**src/rtl/free_list_ctrl_pkg.sv**
```systemverilog
// Shared sizing parameters and state type for the physical-register free list.
// The pointer helper wraps circular-queue indices at FL_DEPTH.
package params;
  localparam int P_REG_SIZE = 128;
  localparam int A_REG_SIZE = 32;
  localparam int P_WIDTH    = 7;
  localparam int FL_DEPTH   = P_REG_SIZE - A_REG_SIZE;
  localparam int SCAN_WIDTH = 4;
  localparam int NUM_GROUPS = P_REG_SIZE / SCAN_WIDTH;
  localparam int SCAN_IDX_W = $clog2(NUM_GROUPS);
  localparam int CNT_W      = $clog2(SCAN_WIDTH + 1);

  // Advance a queue pointer by up to SCAN_WIDTH slots, wrapping past FL_DEPTH-1.
  function automatic logic [P_WIDTH-1:0] ptr_add(input logic [P_WIDTH-1:0] ptr,
                                                 input logic [CNT_W-1:0]   inc);
    logic [P_WIDTH:0] sum;
    sum = {1'b0, ptr} + (P_WIDTH+1)'(inc);
    if (sum >= (P_WIDTH+1)'(FL_DEPTH)) sum = sum - (P_WIDTH+1)'(FL_DEPTH);
    return sum[P_WIDTH-1:0];
  endfunction
endpackage

package rv32i_types;
  typedef enum logic {READY, REBUILD} fl_state_t;
endpackage

```
**src/rtl/free_list_ctrl_scan.sv**
```systemverilog
// Combinational decode of one SCAN_WIDTH-bit group of the backup bitmap:
// per-slot valid flag, absolute register index, and the number of set bits.
module free_scan
  import params::*;
(
  input  logic [SCAN_WIDTH-1:0]              bits,
  input  logic [P_WIDTH-1:0]                 base,
  output logic [SCAN_WIDTH-1:0]              slot_valid,
  output logic [SCAN_WIDTH-1:0][P_WIDTH-1:0] slot_idx,
  output logic [CNT_W-1:0]                   popcount
);
  assign slot_valid = bits;

  always_comb begin
    popcount = '0;
    for (int j = 0; j < SCAN_WIDTH; j++) begin
      slot_idx[j] = base + P_WIDTH'(j);
      popcount    = popcount + CNT_W'(bits[j]);
    end
  end
endmodule

```
**src/rtl/free_list_ctrl.sv**
```systemverilog
// Circular free list of physical registers, refilled after a flush by scanning
// the RRAT backup bitmap SCAN_WIDTH bits per cycle.
module free_list_ctrl
  import params::*;
  import rv32i_types::*;
(
  input  logic                  clk,
  input  logic                  rst,
  input  logic                  alloc_req,
  output logic                  alloc_ready,
  output logic [P_WIDTH-1:0]    alloc_pd,
  input  logic                  free_valid,
  input  logic [P_WIDTH-1:0]    free_pd,
  input  logic                  flush,
  input  logic [P_REG_SIZE-1:0] backup_free_list,
  output logic                  busy,
  output logic [P_WIDTH-1:0]    free_count,
  output logic                  overflow_err
);
  logic [P_WIDTH-1:0]    queue [FL_DEPTH];
  logic [P_WIDTH-1:0]    head, tail;
  fl_state_t             state;
  logic [P_REG_SIZE-1:0] snapshot;
  logic [SCAN_IDX_W-1:0] scan_idx;

  logic [P_WIDTH-1:0]                 scan_base, space;
  logic [SCAN_WIDTH-1:0]              scan_bits, slot_valid;
  logic [SCAN_WIDTH-1:0][P_WIDTH-1:0] slot_idx;
  logic [SCAN_WIDTH-1:0][CNT_W-1:0]   rank;
  logic [CNT_W-1:0]                   popcount, accepted;
  logic                               scan_overflow;
  logic                               alloc_fire, free_ok, full, free_accept, free_drop;

  assign scan_base = P_WIDTH'(32'(scan_idx) * SCAN_WIDTH);
  assign scan_bits = snapshot[scan_base +: SCAN_WIDTH];

  free_scan u_scan (
    .bits       (scan_bits),
    .base       (scan_base),
    .slot_valid (slot_valid),
    .slot_idx   (slot_idx),
    .popcount   (popcount)
  );

  // Each set bit lands at tail+rank; ranks past the remaining space are dropped.
  always_comb begin
    rank[0] = '0;
    for (int j = 1; j < SCAN_WIDTH; j++)
      rank[j] = rank[j-1] + CNT_W'(slot_valid[j-1]);
  end

  assign space         = P_WIDTH'(FL_DEPTH) - free_count;
  assign scan_overflow = P_WIDTH'(popcount) > space;
  assign accepted      = scan_overflow ? space[CNT_W-1:0] : popcount;

  assign alloc_ready = (state == READY) && !flush && (free_count != '0);
  assign alloc_pd    = queue[head];
  assign busy        = (state == REBUILD);
  assign alloc_fire  = alloc_req && alloc_ready;
  assign free_ok     = (state == READY) && !flush && free_valid && (free_pd != '0);
  assign full        = (free_count == P_WIDTH'(FL_DEPTH));
  assign free_accept = free_ok && (!full || alloc_fire);
  assign free_drop   = free_ok && full && !alloc_fire;

  always_ff @(posedge clk) begin
    if (rst) begin
      for (int i = 0; i < FL_DEPTH; i++) queue[i] <= P_WIDTH'(A_REG_SIZE + i);
      head         <= '0;
      tail         <= '0;
      free_count   <= P_WIDTH'(FL_DEPTH);
      state        <= READY;
      overflow_err <= 1'b0;
      snapshot     <= '0;
      scan_idx     <= '0;
    end else if (flush) begin
      snapshot   <= backup_free_list;
      head       <= '0;
      tail       <= '0;
      free_count <= '0;
      scan_idx   <= '0;
      state      <= REBUILD;
    end else if (state == REBUILD) begin
      for (int j = 0; j < SCAN_WIDTH; j++)
        if (slot_valid[j] && (P_WIDTH'(rank[j]) < space))
          queue[ptr_add(tail, rank[j])] <= slot_idx[j];
      tail       <= ptr_add(tail, accepted);
      free_count <= free_count + P_WIDTH'(accepted);
      if (scan_overflow) overflow_err <= 1'b1;
      scan_idx <= scan_idx + SCAN_IDX_W'(1);
      if (scan_idx == SCAN_IDX_W'(NUM_GROUPS - 1)) state <= READY;
    end else begin
      if (alloc_fire) head <= ptr_add(head, CNT_W'(1));
      if (free_accept) begin
        queue[tail] <= free_pd;
        tail        <= ptr_add(tail, CNT_W'(1));
      end
      case ({alloc_fire, free_accept})
        2'b10:   free_count <= free_count - P_WIDTH'(1);
        2'b01:   free_count <= free_count + P_WIDTH'(1);
        default: ;
      endcase
      if (free_drop) overflow_err <= 1'b1;
    end
  end
endmodule

```
**config.mk**
```make
export PLATFORM = sky130hd
export DESIGN_NAME = free_list_ctrl
export DESIGN_NICKNAME = d
export VERILOG_FILES = /design/src/rtl/free_list_ctrl_pkg.sv /design/src/rtl/free_list_ctrl_scan.sv /design/src/rtl/free_list_ctrl.sv
export SDC_FILE = /design/constraint.sdc
export NUM_CORES = 2
export LEC_CHECK = 0
export ABC_AREA = 1
export CAP_MARGIN = 10
export CORE_AREA = 8 8 358 360
export CTS_BUF_LIST = sky130_fd_sc_hd__clkbuf_8 sky130_fd_sc_hd__clkbuf_16
export DETAILED_ROUTE_END_ITERATION = 6
export DIE_AREA = 0 0 366 368
export PLACE_DENSITY_LB_ADDON = 0.15
export SLEW_MARGIN = 10
export SYNTH_ARGS = -nofsm -noshare
export SYNTH_HDL_FRONTEND = slang
export SYNTH_SLANG_ARGS = --single-unit
export TNS_END_PERCENT = 20
```
**constraint.sdc**
```tcl
create_clock -name clk -period 4.9 [get_ports clk]
set_input_delay 0.98 -clock clk [delete_from_list [all_inputs] [get_ports clk]]
set_output_delay 0.98 -clock clk [all_outputs]
set_load 0.05 [all_outputs]
```
# [After elaboration in Yosys (flattened, before gate mapping)]
# Memory sizes are Yosys's and may differ from the RTL's. A register that Yosys moved wholly into a read port is not among the register bits.
# Index checks and enable logic that the tools add are counted.
[totals] word_cells=162 mem_bits_rw=672 reg_bits=156 inputBits=140 output_inout_bits=17 n_memories=1
[classes] shift=1 n_bitwise=2 magnitude_cmp=12 muxes=79 n_reduce_logical=30 n_eq_ne=5 addsub=24
[mem_list] name="queue" depth=96 word_bits=7 read_ports=1 rd_clocked_by_memory_dff=1 wr=96 line="free_list_ctrl.sv:20" rtl="logic [P_WIDTH-1:0] queue [FL_DEPTH];"
[op_table] cell="2-to-1 mux 7 bit" n=39
[op_table] cell="indexed part select 128 x 8 -> 4 bit" n=1
[op_table] cell="subtractor 7 bit (second input constant)" n=7
[op_table] cell=">= comparator 8 x 7 -> 1 bit (second input constant)" n=6
[op_table] cell="2-to-1 mux 1 bit" n=38
[op_table] cell="OR reduction 7 bit" n=5
[op_table] cell="adder 7 x 1 -> 8 bit (second input constant)" n=2
[op_table] cell="adder 7 x 3 -> 8 bit" n=2
[op_table] cell="adder 7 x 1 -> 7 bit (second input constant)" n=2
[op_table] cell="adder 7 x 2 -> 7 bit (second input constant)" n=2
[op_table] cell="one-hot mux 7 bit (2 select lines)" n=1
[op_table] cell="nonzero test 7 bit" n=2
[op_table] cell="logical AND 1 bit" n=12
[op_table] cell="adder 7 x 1 -> 8 bit" n=1
[op_table] cell="adder 7 x 2 -> 8 bit" n=1
[op_table] cell="adder 7 x 3 -> 7 bit" n=1
[op_table] cell="== test 7 bit (second input constant)" n=1
[op_table] cell=">= comparator 7 bit (second input constant)" n=1
[op_table] cell="greater-than comparator 3 x 7 -> 1 bit" n=1
[op_table] cell="< comparator 1 x 7 -> 1 bit" n=1
[op_table] cell="< comparator 1 x 7 -> 1 bit (first input constant)" n=1
[op_table] cell="< comparator 2 x 7 -> 1 bit" n=1
[op_table] cell="< comparator 3 x 7 -> 1 bit" n=1
[op_table] cell="subtractor 7 x 1 -> 7 bit (second input constant)" n=1
[op_table] cell="other kinds (19)" n=23

# [Depth between registers and ports, before layout]
[logic_depth] ltp_word=13 ltp_mapped=32 ltp_nobuf=30

# [Modules after synthesis]
# From an unflattened synthesis, not the netlist that was laid out.
[hier_totals] cells_unflattened=10328 hier_area_um2=72137.9
[by_module_without_submodules] module="free_list_ctrl" cells_per_inst=10249 seq_area_each_um2=30168.9 instances=1 area_per_inst_um2=71655.0
[by_module_without_submodules] module="free_scan" cells_per_inst=79 seq_area_each_um2=0.0 instances=1 area_per_inst_um2=483.0

# [Least setup slack after synthesis]
# No wires, ideal clock.
[synth_timing] path_kind="register to register" start="register scan_idx[0]" end="register free_count[6]" n_path_buf=2 setup_time_ns=0.131 synth_period_minus_slack_ns=5.002 required_ns=4.769 slack_ns=-0.102 t_arrival_ns=4.871 path_stages_with_launch=31 path_cell_list="dfxtp_1 > buf_4 > buf_4 > nand2_1 > nand3_1 > nand2_1 > a21oi_1 > nand3_1 > nand2_2 > inv_1 > fa_1 > inv_1 > ha_1 > fa_1 > ha_1 > nand2_1 > o21ai_0 > nand4_1 > o21ai_0 > or2_2 > ha_1 > inv_1 > fa_1 > nand3b_1 > and2_1 > nor2_1 > o21a_1 > nor2_1 > xor2_1 > nand2_1 > nand3_1"
[synth_between] elab_chain_len=9
[synth_rtl] element="start, declared" line="free_list_ctrl.sv:24" rtl="logic [SCAN_IDX_W-1:0] scan_idx;"
[synth_rtl] element="start signal, assigned" line="free_list_ctrl.sv:89" rtl="scan_idx <= scan_idx + SCAN_IDX_W'(1);"
[synth_rtl] element="indexed part select 128 x 8 -> 4 bit *" line="free_list_ctrl.sv:35" rtl="assign scan_bits = snapshot[scan_base +: SCAN_WIDTH];"
[synth_rtl] element="adder 1 x 1 -> 2 bit" line="free_list_ctrl_scan.sv:18" rtl="popcount = popcount + CNT_W'(bits[j]);"
[synth_rtl] element="adder 2 x 1 -> 3 bit"
[synth_rtl] element="adder 3 x 1 -> 3 bit *" line="free_list_ctrl_scan.sv:18"
[synth_rtl] element="greater-than comparator 3 x 7 -> 1 bit" line="free_list_ctrl.sv:53" rtl="assign scan_overflow = P_WIDTH'(popcount) > space;"
[synth_rtl] element="2-to-1 mux 3 bit *" line="free_list_ctrl.sv:54" rtl="assign accepted = scan_overflow ? space[CNT_W-1:0] : popcount;"
[synth_rtl] element="adder 7 x 3 -> 7 bit *" line="free_list_ctrl.sv:87" rtl="free_count <= free_count + P_WIDTH'(accepted);"
[synth_rtl] element="2-to-1 mux 7 bit *" line="free_list_ctrl.sv:82" rtl="end else if (state == REBUILD) begin"
[synth_rtl] element="2-to-1 mux 7 bit *" line="free_list_ctrl.sv:75" rtl="end else if (flush) begin"
[synth_rtl] element="end signal, assigned" line="free_list_ctrl.sv:87"
[synth_rtl] element="end signal, assigned" line="free_list_ctrl.sv:98" rtl="2'b10: free_count <= free_count - P_WIDTH'(1);"
[synth_rtl] element="end signal, assigned" line="free_list_ctrl.sv:99" rtl="2'b01: free_count <= free_count + P_WIDTH'(1);"
[synth_rtl] element="end, declared" line="free_list_ctrl.sv:17" rtl="output logic [P_WIDTH-1:0] free_count,"
# Every way passes the cells marked *; elsewhere a longest branch is shown, timed or not.
# A chain may end at the register's enable or synchronous reset.

# [Worst setup path after layout]
# Same ends and word-level chain as after synthesis.

==> impl_metrics.json <==
{
  "endpoint_kind": "flip-flop",
  "dieArea_sq_um": 135000,
  "outcome": "finished with violations",
  "gr-usage-all-layers_pct": 39.3,
  "place_congestion": 1.11,
  "via_count": 69100,
  "finalCritPeriodShare_pct": 104,
  "synth_nets": 9167,
  "fp.dieH_microns": 368,
  "clkSlewWorstSetupHoldPaths_ns": 0.06,
  "finalNonFillerCells": 11200,
  "crit_type": "reg2reg",
  "ctsHtreeMaxLevel": 3,
  "grt_overflow": 0,
  "required_ns": 5.51,
  "cts_root_buffer": "clkbuf_16",
  "leakage_nw": 31.9,
  "setup_violations": 20,
  "routedWlPerCell_microns": 25.0,
  "drive_gt1_share_pct": 13.1,
  "synth_top_area_share_pct": 30.5,
  "drtAntennaViolNets": 0,
  "drv_cap": 0,
  "portBuffers": 156,
  "routed_wl_microns": 279000,
  "ios": 157,
  "seq_area_frac_synth_pct": 43.8,
  "clk_latency_ns": 0.80,
  "worstMarginPinSlew_ns": 1.35,
  "dpl_cell_area_sq_um": 70500,
  "finalWorstSetupSlack_ns": -0.174,
  "clock-sinks": 1059,
  "numCtsBuffers": 115,
  "tritoncts": "done",
  "grt_setup_unrepaired": "true",
  "ys_warn_count": 0,
  "period_minus_slack_ns": 5.07,
  "vias_per_cell": 6.19,
  "grt_pass1_wl_microns": 405000,
  "synth_edf_count": 640,
  "finalSetupTns_ns": -1.13,
  "start_util_pct": 51.4,
  "async_reset_ff_share_pct": 0,
  "antenna_found_initial": 11,
  "whs_ns": 0.454,
  "synth.avg_cell_area_sq_um": 7.02,
  "clock_skew_ns": 0.0436,
  "ys_seq_elements": 1059,
  "p_per_area_nw_per_um2": 291,
  "fmax_mhz": 197,
  "drt_first_pass_iters": 7,
  "cp-start-kind": "flip-flop",
  "cp.arrival_ns": 5.69,
  "synth_top_area_cell": "edfxtp_1",
  "slew_viol_final": 0,
  "drc": 48,
  "finalHoldViolations": 0,
  "failed_checks": "DRC, setup timing",
  "crit_fanout": 6,
  "core-area_sq_um": 123000,
  "netlist_area_sq_um": 63100,
  "dp_cells": 10900,
  "final_area_sq_um": 76400,
  "fin_nets": 9588,
  "synth.area.top_cells": "edfxtp_1 (30%), dfxtp_1 (13%), nand2_1 (13%), nor2_1 (10%), o21ai_0 (8.2%)",
  "drtIter0Drc": 10800,
  "ys_types": 51,
  "area_growth_pct": 21.0,
  "dp_slack_ns": -0.312,
  "clk_path_buf_depth": 3,
  "crit_slowest_cell": "fa_1",
  "grt_pass1_vias": 63900,
  "maxSlewHeadroom_pct": 9.45,
  "syn-instance-count": 8986,
  "grt_max_degree": 211,
  "hp-class": "reg2reg",
  "die_w_microns": 366,
  "cp_slowest_stage_delay_ns": 0.50,
  "synth_ff_type": "edfxtp_1",
  "dp_hpwl_microns": 191000,
  "fp-row-count": 129,
  "ir_worst_vdd_mv": 0.341
}
-- kinds of logic after synthesis --
group | share of synthesized area, %
buffers and inverters | 8.03
adder cells (fa/ha/maj) | 0.884
multiplexers | 0.0357
XOR/XNOR | 0.264
AO/OA/AOI/OAI | 15.1
AND/OR/NAND/NOR | 31.9
flip-flops | 43.8
-- where the power goes --
part | total (mW) | internal [mW] | switching (mW)
clock network | 9.75 | 5.74 | 4.02
logic | 2.78 | 0.881 | 1.90
registers | 9.71 | 9.60 | 0.109
total | 22.2 | 16.2 | 6.02
-- critical path: cells and delay by family, from the launching register on --
kind / cells / cell delay, ns
compound gates: 3 / 0.47
xor+xnor: 1 / 0.13
fa+ha+maj: 6 / 1.90
buf+inv: 5 / 0.47
flops: 1 / 0.47
simple gates: 16 / 1.48
-- cells in the mapped netlist, types with 3 or more instances --
library cell / n
o22ai_1: 224
o21ai_0: 1039
o21a_1: 162
ha_1: 35
a221oi_1: 3
nor2_2: 26
edfxtp_1: 640
a21oi_1: 157
fa_1: 6
nand3_1: 590
dfxtp_1: 419
o211ai_1: 38
nand3b_1: 17
clkinv_1: 11
nand4_2: 3
nor2_1: 1727
or2_2: 20
a211oi_1: 4
buf_2: 90
nor2_4: 3
xor2_1: 16
nand2_2: 15
clkbuf_1: 405
nand2_1: 2186
nand3_2: 33
nor4_1: 3
a21boi_0: 12
inv_2: 17
o221ai_1: 39
nor3_1: 21
nor3_2: 4
and2_1: 5
inv_1: 697
buf_1: 50
xnor2_1: 3
o21bai_1: 5
a21boi_1: 4
buf_4: 22
nand4_1: 213
a31oi_1: 6
-- sequential cells by signal (all words and copies together) (netlist names), named ones only --
signal / flops
head: 7
busy: 1
overflow_err: 1
tail: 7
queue: 896
scan_idx: 5
free_count: 7
snapshot: 128
-- through the flow --
step	util, %	power (mW)
3_3_place_gp	57.5	12.4
4_1_cts	61.4	22.0
6_report	62.2	22.2
2_1_floorplan	-	11.1
5_1_grt	62.2	22.7
3_5_place_dp	57.5	12.4
-- worst paths after layout --
path,depth (start not counted),to,slack [ns],startpoint
max,31,free_count[6],-0.17,scan_idx[0]
min,2,queue[109][1],0.45,queue[109][1]
max reg2reg,31,free_count[6],-0.17,scan_idx[0]
min reg2reg,2,queue[109][1],0.45,queue[109][1]
-- cell usage in the layout (no fill, tap or decap), types with 9 or more instances in the layout --
cell type / n
nand2_1: 2122
nor2_1: 1682
o21ai_0: 1023
inv_1: 696
edfxtp_1: 640
buf_4: 601
nand3_1: 573
dfxtp_1: 410
o22ai_1: 223
nand4_1: 213
o21a_1: 157
a21oi_1: 152
clkdlybuf4s50_1: 147
clkbuf_16: 120
buf_12: 86
nand2_2: 62
nor2_2: 47
o211ai_1: 38
o221ai_1: 38
nand3_2: 32
inv_2: 32
nor2_4: 27
buf_6: 26
ha_1: 23
clkinv_2: 22
nand3_4: 21
bufinv_16: 20
nor3_1: 19
or2_2: 19
nand3b_1: 17
nand2_4: 17
o21ai_1: 15
clkinv_1: 15
clkbuf_8: 15
xor2_1: 14
a21boi_0: 11
diode_2: 9
ha_4: 9
-- layout make-up --
cell class / instances / area [sq um]
diodes: 9 / 22.5
clock buffers: 135 / 3210
clock inverters: 85 / 1030
fillers: 11000 / 46300
inverters: 725 / 2780
multi-input cells: 6634 / 31400
flip-flops and latches: 1059 / 27600
well taps: 1637 / 2050
repair buffers: 872 / 8200
-- layer usage --
metal,up-vias,global-route usage (%),part of all wire (%)
met5,-,0.356,0.036
met4,6,27.3,8.5
met3,1319,10.7,14
met2,5055,58.6,41
met1,32000,49.4,37
li1,30700,-,-
-- what timing repair did --
action	in CTS	in global routing
hold buffers	0	0
setup buffers	20	24
pin swaps	25	56
gates resized for setup	90	216
endpoints found under the setup margin	399	1089
gates cloned	5	3
(Power assumes the default switching activity.)
